$ cat src/rtl/host_cmd_unpacker.sv
// host_cmd_unpacker
//   Turns the 16-bit host word stream from the pipe-in FIFO into the
//   emulator's host-side interface. It has three kinds of output:
//   configuration registers, decoupled instruction beats (two words each,
//   low word first) and decoupled input beats (one word each). It also keeps
//   a sticky flag for headers with an illegal opcode.
//
//   Header word: [15:12] opcode, [11:0] count
//     0x1 SET_STEPS : the next word loads io_host_steps
//     0x2 SET_PROCS : the next word [PROC_W-1:0] loads io_used_procs
//     0x3 INSNS     : count instruction beats follow
//     0x4 INPUTS    : count input beats follow
//     other         : the header is consumed and err is set
//
// Ports
//   clock, reset         single clock; reset is asynchronous and active-low
//   in_valid/ready/bits  host word stream
//   io_host_steps        configured host steps per target cycle
//   io_used_procs        configured processor count
//   io_insns_*           instruction beat (bits_0 = low, bits_1 = high)
//   io_io_i_*            input beat
//   busy                 a command is in flight or an output beat is pending
//   err                  sticky illegal-opcode flag, cleared only by reset
module host_cmd_unpacker #(
    parameter int WORD_W = 16,
    parameter int CNT_W  = 12,
    parameter int PROC_W = 3
) (
    input  logic              clock,
    input  logic              reset,
    input  logic              in_valid,
    output logic              in_ready,
    input  logic [WORD_W-1:0] in_bits,
    output logic [15:0]       io_host_steps,
    output logic [PROC_W-1:0] io_used_procs,
    output logic              io_insns_valid,
    input  logic              io_insns_ready,
    output logic [WORD_W-1:0] io_insns_bits_0,
    output logic [WORD_W-1:0] io_insns_bits_1,
    output logic              io_io_i_valid,
    input  logic              io_io_i_ready,
    output logic [WORD_W-1:0] io_io_i_bits_0,
    output logic              busy,
    output logic              err
);

    localparam int OP_W = WORD_W - CNT_W;

    localparam logic [OP_W-1:0] OP_SET_STEPS = OP_W'(1);
    localparam logic [OP_W-1:0] OP_SET_PROCS = OP_W'(2);
    localparam logic [OP_W-1:0] OP_INSNS     = OP_W'(3);
    localparam logic [OP_W-1:0] OP_INPUTS    = OP_W'(4);

    typedef enum logic [2:0] {
        IDLE,
        CFG_STEPS,
        CFG_PROCS,
        INS_LO,
        INS_HI,
        INP
    } state_t;

    state_t              state;
    logic [CNT_W-1:0]    remaining;
    logic [WORD_W-1:0]   ins_lo_hold;
    logic                accept;
    logic [OP_W-1:0]     hdr_op;
    logic [CNT_W-1:0]    hdr_cnt;
    logic                last_beat;

    assign hdr_op    = in_bits[WORD_W-1:CNT_W];
    assign hdr_cnt   = in_bits[CNT_W-1:0];
    assign accept    = in_valid && in_ready;
    // The command ends on this beat when remaining is 1 or less. The
    // decrement below is guarded, so remaining never wraps below zero.
    assign last_beat = (remaining <= CNT_W'(1));

    // A word that completes a beat can be accepted only when the output
    // register is free, or is being emptied in this same cycle. in_ready
    // depends on state, valid and ready, and never on in_valid.
    // NOTE: a default comes first so that every path assigns in_ready and no latch is inferred.
    always_comb begin
        in_ready = 1'b1;
        case (state)
            INS_HI:  in_ready = !io_insns_valid || io_insns_ready;
            INP:     in_ready = !io_io_i_valid || io_io_i_ready;
            default: in_ready = 1'b1;
        endcase
    end

    assign busy = (state != IDLE) || io_insns_valid || io_io_i_valid;

    // NOTE: sequential state uses non-blocking assignments, so every register samples pre-edge values.
    always_ff @(posedge clock or negedge reset) begin
        if (!reset) begin
            state           <= IDLE;
            remaining       <= '0;
            // NOTE: the holding register is reset as well, so the design never holds X after reset.
            ins_lo_hold     <= '0;
            io_host_steps   <= '0;
            io_used_procs   <= '0;
            io_insns_valid  <= 1'b0;
            io_insns_bits_0 <= '0;
            io_insns_bits_1 <= '0;
            io_io_i_valid   <= 1'b0;
            io_io_i_bits_0  <= '0;
            err             <= 1'b0;
        end else begin
            // Clear valid on a dequeue. A load later in this block overrides
            // the clear, so a dequeue and a load in the same cycle keep
            // valid high with the new data.
            if (io_insns_valid && io_insns_ready) begin
                io_insns_valid <= 1'b0;
            end
            if (io_io_i_valid && io_io_i_ready) begin
                io_io_i_valid <= 1'b0;
            end

            if (accept) begin
                case (state)
                    IDLE: begin
                        remaining <= hdr_cnt;
                        case (hdr_op)
                            OP_SET_STEPS: state <= CFG_STEPS;
                            OP_SET_PROCS: state <= CFG_PROCS;
                            OP_INSNS:     state <= (hdr_cnt != '0) ? INS_LO : IDLE;
                            OP_INPUTS:    state <= (hdr_cnt != '0) ? INP : IDLE;
                            default:      err   <= 1'b1;
                        endcase
                    end
                    CFG_STEPS: begin
                        io_host_steps <= in_bits;
                        state         <= IDLE;
                    end
                    CFG_PROCS: begin
                        io_used_procs <= in_bits[PROC_W-1:0];
                        state         <= IDLE;
                    end
                    INS_LO: begin
                        ins_lo_hold <= in_bits;
                        state       <= INS_HI;
                    end
                    INS_HI: begin
                        io_insns_bits_0 <= ins_lo_hold;
                        io_insns_bits_1 <= in_bits;
                        io_insns_valid  <= 1'b1;
                        remaining       <= last_beat ? '0 : remaining - CNT_W'(1);
                        state           <= last_beat ? IDLE : INS_LO;
                    end
                    INP: begin
                        io_io_i_bits_0 <= in_bits;
                        io_io_i_valid  <= 1'b1;
                        remaining      <= last_beat ? '0 : remaining - CNT_W'(1);
                        state          <= last_beat ? IDLE : INP;
                    end
                    default: state <= IDLE;
                endcase
            end
        end
    end

endmodule
$ cat config.mk
export PLATFORM = sky130hd
export DESIGN_NAME = host_cmd_unpacker
export DESIGN_NICKNAME = d
export VERILOG_FILES = /design/src/rtl/host_cmd_unpacker.sv
export SDC_FILE = /design/constraint.sdc
export NUM_CORES = 1
export LEC_CHECK = 0
export ABC_AREA = 1
export CAP_MARGIN = 10
export CORE_AREA = 2 2 99 101
export CTS_CLUSTER_SIZE = 10
export DETAILED_ROUTE_END_ITERATION = 10
export DIE_AREA = 0 0 101 103
export GPL_ROUTABILITY_DRIVEN = 0
export GPL_TIMING_DRIVEN = 0
export PLACE_DENSITY_LB_ADDON = 0.15
export SKIP_LAST_GASP = 1
export SYNTH_ARGS = -nofsm -noshare
export SYNTH_HDL_FRONTEND = slang
export SYNTH_SLANG_ARGS = --single-unit
$ cat constraint.sdc
create_clock -name clock -period 2.9 [get_ports clock]
set_input_delay 0.29 -clock clock [delete_from_list [all_inputs] [get_ports clock]]
set_output_delay 0.29 -clock clock [all_outputs]
set_load 0.01 [all_outputs]
======== Yosys cells after proc, flatten, opt, wreduce, memory -nomap -nowiden ========
Index checks and enable logic that the tools add are counted.
cells by class
  add/sub/neg operators ................... 1
  magnitude comparators ................... 1
  equality and inequality tests ........... 10
  multiplexer cells ....................... 15
  bitwise gates (word level) .............. 1
  reductions and logical operators ........ 23
operator list
  operator               count
  $pmux 12 s2            1
  $pmux 3 s4             2
  $reduce_and 2->1       7
  $le 12x1->1 const B    1
  $mux 12                1
  $reduce_bool 12->1     1
  $sub 12x1->12 const B  1
  $eq 4x2->1 const B     2
  $eq 3x2->1 const B     2
  $eq 3x3->1 const B     2
  $mux 1                 6
  $mux 3                 2
  $ne 5x1->1 const B     1
  $eq 4x1->1 const B     1
  $eq 4x3->1 const B     1
  $logic_or 1x1->1       4
  $mux 2                 2
  $reduce_or 4->1        1
  $eq 3x1->1 const B     1
  $logic_and 1x1->1      3
  $logic_not 3->1        1
  $reduce_and 3->1       1
  $reduce_bool 3->1      1
  $logic_not 1->1        2
  other kinds (4)        4
storage, ports and cells
  flip-flop bits (word level) ............. 101
  output and inout bits ................... 72

======== Longest topological paths before layout ========
  depth in word-level cells ............... 5
  depth in mapped cells ................... 11

======== Worst setup path after synthesis ========
Ideal clock, no wire load.
  kind .................................... reg-to-reg
  from .................................... reg state[0]
  to ...................................... reg io_insns_valid
  arrival ................................. 1,473 ps
  data required time ...................... 2,783 ps
  slack ................................... 1,310 ps
  cell stages (with the launch flop) ...... 11
  buffers on the path ..................... 2
  clock period less this slack ............ 1,590 ps
  path through ............................ dfrtp_1 -> nor2_1 -> nand2_1 -> nand2_4 -> nand3_4 -> nand2_4 -> inv_8 -> nand2_4 -> buf_8 -> buf_12 -> nand2_1
on the way
  longest elaborated chain between the ends .. 4
  elaborated cells between the ends (all ways) .. 6
RTL lines
  element                 RTL line  source
  start, declared         63        state_t state;
  start signal, assigned  126       OP_INSNS: state <= (hdr_cnt != '0) ? INS_LO : IDLE;
  start signal, assigned  127       OP_INPUTS: state <= (hdr_cnt != '0) ? INP : IDLE;
  start signal, assigned  148       state <= last_beat ? IDLE : INS_LO;
  $eq 3x3->1              84        case (state)
  $pmux 1 s2 *            84
  net in_ready            32        output logic in_ready,
  $logic_and 1x1->1 *     73        assign accept = in_valid && in_ready;
  $mux 1 *                119       if (accept) begin
  end signal, assigned    102       io_insns_valid <= 1'b0;
  end signal, assigned    113       io_insns_valid <= 1'b0;
  end signal, assigned    146       io_insns_valid <= 1'b1;
  end, declared           36        output logic io_insns_valid,
Mark *: on every way through the listed nets, which the timed path passes. The rest lies on a longest branch.
A chain may end at the register's enable or synchronous reset.

======== Worst setup path after layout ========
  from .................................... reg state[0]
  to ...................................... out in_ready
on the way
  longest elaborated chain between the ends .. 2
  elaborated cells between the ends (all ways) .. 3
RTL lines
  element        RTL line
  $eq 3x3->1     84
  $pmux 1 s2 *   84
  end, declared  32
Mark *: on every way between the ends. The rest lies on a longest branch, timed or not.

==> impl_metrics.ini <==
[detailed_routing]
vias = 3967
ant_nets = 0
avgViaCountPerCell = 5.234
drc = 0
drtIter0Drc = 212
wire_per_inst_um = 15.58
totalWireLength_um = 11810
first_pass_iters = 5

[logic_synthesis]
async_reset_ff_share_pct = 100.0
synth_ff_type = dfrtp_1
syn_inst = 534
netlist-cell-type-count = 24
postSynthRegisterBits = 101
netlist_area_um2 = 4461
seq_area_frac_synth_pct = 56.66
yosysTopAreaCellShare_pct = 56.66
synth_warnings = 0
synth_nets = 557
avgSynthCellArea_um2 = 8.353
post-synth-top-count-cell = nand2_1
synthTopCellsByCount = nand2_1, dfrtp_1, o21ai_0, inv_1, nand3_1
ys_top_cells_by_area = dfrtp_1, nand2_1, o21ai_0
yosysTopAreaCell = dfrtp_1
synth_edf_count = 0

[cts]
clock_latency_ns = 0.36
cts_tree = done
cts_buffers = 9
cts_resized = 0
htreeDepth = 3
clock_path_buffers = 2
clkSinkCount = 101
cts_root_buf = clkbuf_8
clkTransAtPathRegs_ns = 0.10

[power]
seqPwrFrac_pct = 42.7
p_switching_w = 0.002156
p_per_area_nw_per_um2 = 989.4
p_comb_share_pct = 41.6
p_int_w = 0.003542
ir_worst_vdd_mv = 0.4246
swShare_pct = 37.84
pwr-share-clk_pct = 15.7
leakagePower_nw = 2.904

[placement]
place_area_um2 = 5549
numPortBuffers = 92
place_hpwl_um = 8710
pre_cts_slack_ns = 0.8907

[critical_path]
cpLargestDelayFamily = simple AND/OR/NAND/NOR gates
cp_data_required_time_ns = 2.61
crit_fanout = 8
start_kind = flop
crit_path_start = state[0]
crit_chain = nor2_1, nand2_1, nand2_4, nand3_4, clkdlybuf4s50_1
crit_buf_inv = 1
crit_path_end_kind = output port
critPathMaxStageDelay_ns = 0.51
critical_path_class = flop to output port
crit_arrival_ns = 1.96
slowest_stage = clkdlybuf4s50_1
r2r_start = state[0]

[floorplanning]
chipWidth_um = 101
coreArea_um2 = 9459
dieArea_um2 = 10400
die_h_um = 103
io_pins = 93
rows = 36
start_util_pct = 47.16

[flow_run]
cap_violations = 0

[sta]
hold_viol = 0
slew_headroom_pct = 59.01
setup_viol = 0
finalCritPeriodShare_pct = 77.72
slew_viol_final = 0
setup_ws_ns = 0.6461
fin_skew_ns = 0.01046
tightest_slew_ns = 0.6148
setup_tns_ns = 0
rsz0062_at_grt = no
max_freq_mhz = 443.7
period_minus_slack_ns = 2.254
hold_slack_ns = 0.4712

[global_route]
grt_max_degree = 55
grt_pass1_vias = 3858
grt_pass1_wl_um = 19120
antenna_found_initial = 0
track_usage_pct = 24.35
overflow = 0

[finish]
syn_to_final_growth_pct = 29.12
num-fill-cells = 865
nNetsFinal = 662
fin_area_um2 = 5759
diodes = 0
drive_above_1_share_pct = 5.901

[status]
status = finished, final reports clean

[hold_path]
holdCritPathClass = input pin to asynchronous set/reset pin
==> stage by stage <==
stage | total power [W] | cells | utilization [%]
floorplan | 0.003556 | 534 | -
global placement | 0.004739 | 740 | 58.40
detailed placement | 0.004833 | 741 | 58.66
CTS | 0.005722 | 758 | 60.89
global route | 0.006128 | 758 | 60.89
finish | 0.005698 | 758 | 60.89
==> area by class of cell <==
cell class	instances	area (um^2)	share of cell area, %
plain buffers	17	121.4	2.107
repair buffers	94	955.9	16.60
multi-input cells	369	1628	28.26
well taps	114	142.6	2.477
clock inverters	5	48.80	0.8473
inverters	47	183.9	3.194
flip-flops and latches	101	2527	43.88
clock buffers	11	151.4	2.629
==> power by group through the flow <==
stage	sequential, W	combinational [W]	clock (W)
after floorplan	0.00254	0.00102	0
after global placement	0.00243	0.00231	0
after detailed placement	0.00245	0.00238	0
after CTS	0.00243	0.00239	0.000906
after global routing	0.00250	0.00266	0.000969
final	0.00243	0.00237	0.000894
==> what timing repair did <==
action                                 in CTS  in global routing
setup buffers                               0                  0
endpoints found under the hold margin      47                  0
hold buffers                                1                  0
==> worst paths after layout <==
path,endpoint,slack (ns),depth (start not counted)
setup / recovery,in_ready,0.65,5
hold / removal,io_insns_bits_1[7],0.47,2
setup reg to reg,ins_lo_hold[11],0.95,7
hold reg to reg,io_insns_bits_0[12],0.48,2
max in group asynchronous,remaining[7],1.75,3
min in group clock,io_insns_bits_0[12],0.48,2
==> routing by layer <==
layer / wire (um) / GRT usage (%) / share of wire [%] / vias up
met4: 354 / 10.40 / 3.0 / 0
met2: 5902 / 41.95 / 50 / 141
met5: 0 / 0 / 0 / -
met3: 623 / 3.932 / 5.3 / 23
li1: - / - / - / 1908
met1: 4930 / 30.71 / 42 / 1895
==> cells in the final DEF, fill, tap and decap left out, types with 3 or more instances in the layout <==
master / n
clkbuf_8: 11
clkdlybuf4s50_1: 91
inv_1: 44
a21oi_1: 3
nand3_1: 38
clkbuf_1: 3
o21ai_0: 75
inv_8: 3
dfrtp_1: 101
nor2_1: 34
nand2_4: 4
buf_2: 7
nand2_1: 200
nand4_1: 7
==> kinds of logic after synthesis <==
kind of cell	share of synthesized area (%)
compound gates	9.088
xor+xnor	0.3928
fa+ha+maj	0.5609
buf+inv	6.844
flops	56.66
simple gates	26.45
==> flip-flops by register name, summed over array words and instances, names as in the netlist <==
register and count:
io_host_steps 16, state 3, ins_lo_hold 16, io_used_procs 3
io_insns_bits_0 16, io_io_i_bits_0 16, remaining 12, io_io_i_valid 1
err 1, io_insns_valid 1, io_insns_bits_1 16
(Power assumes the default switching activity.)
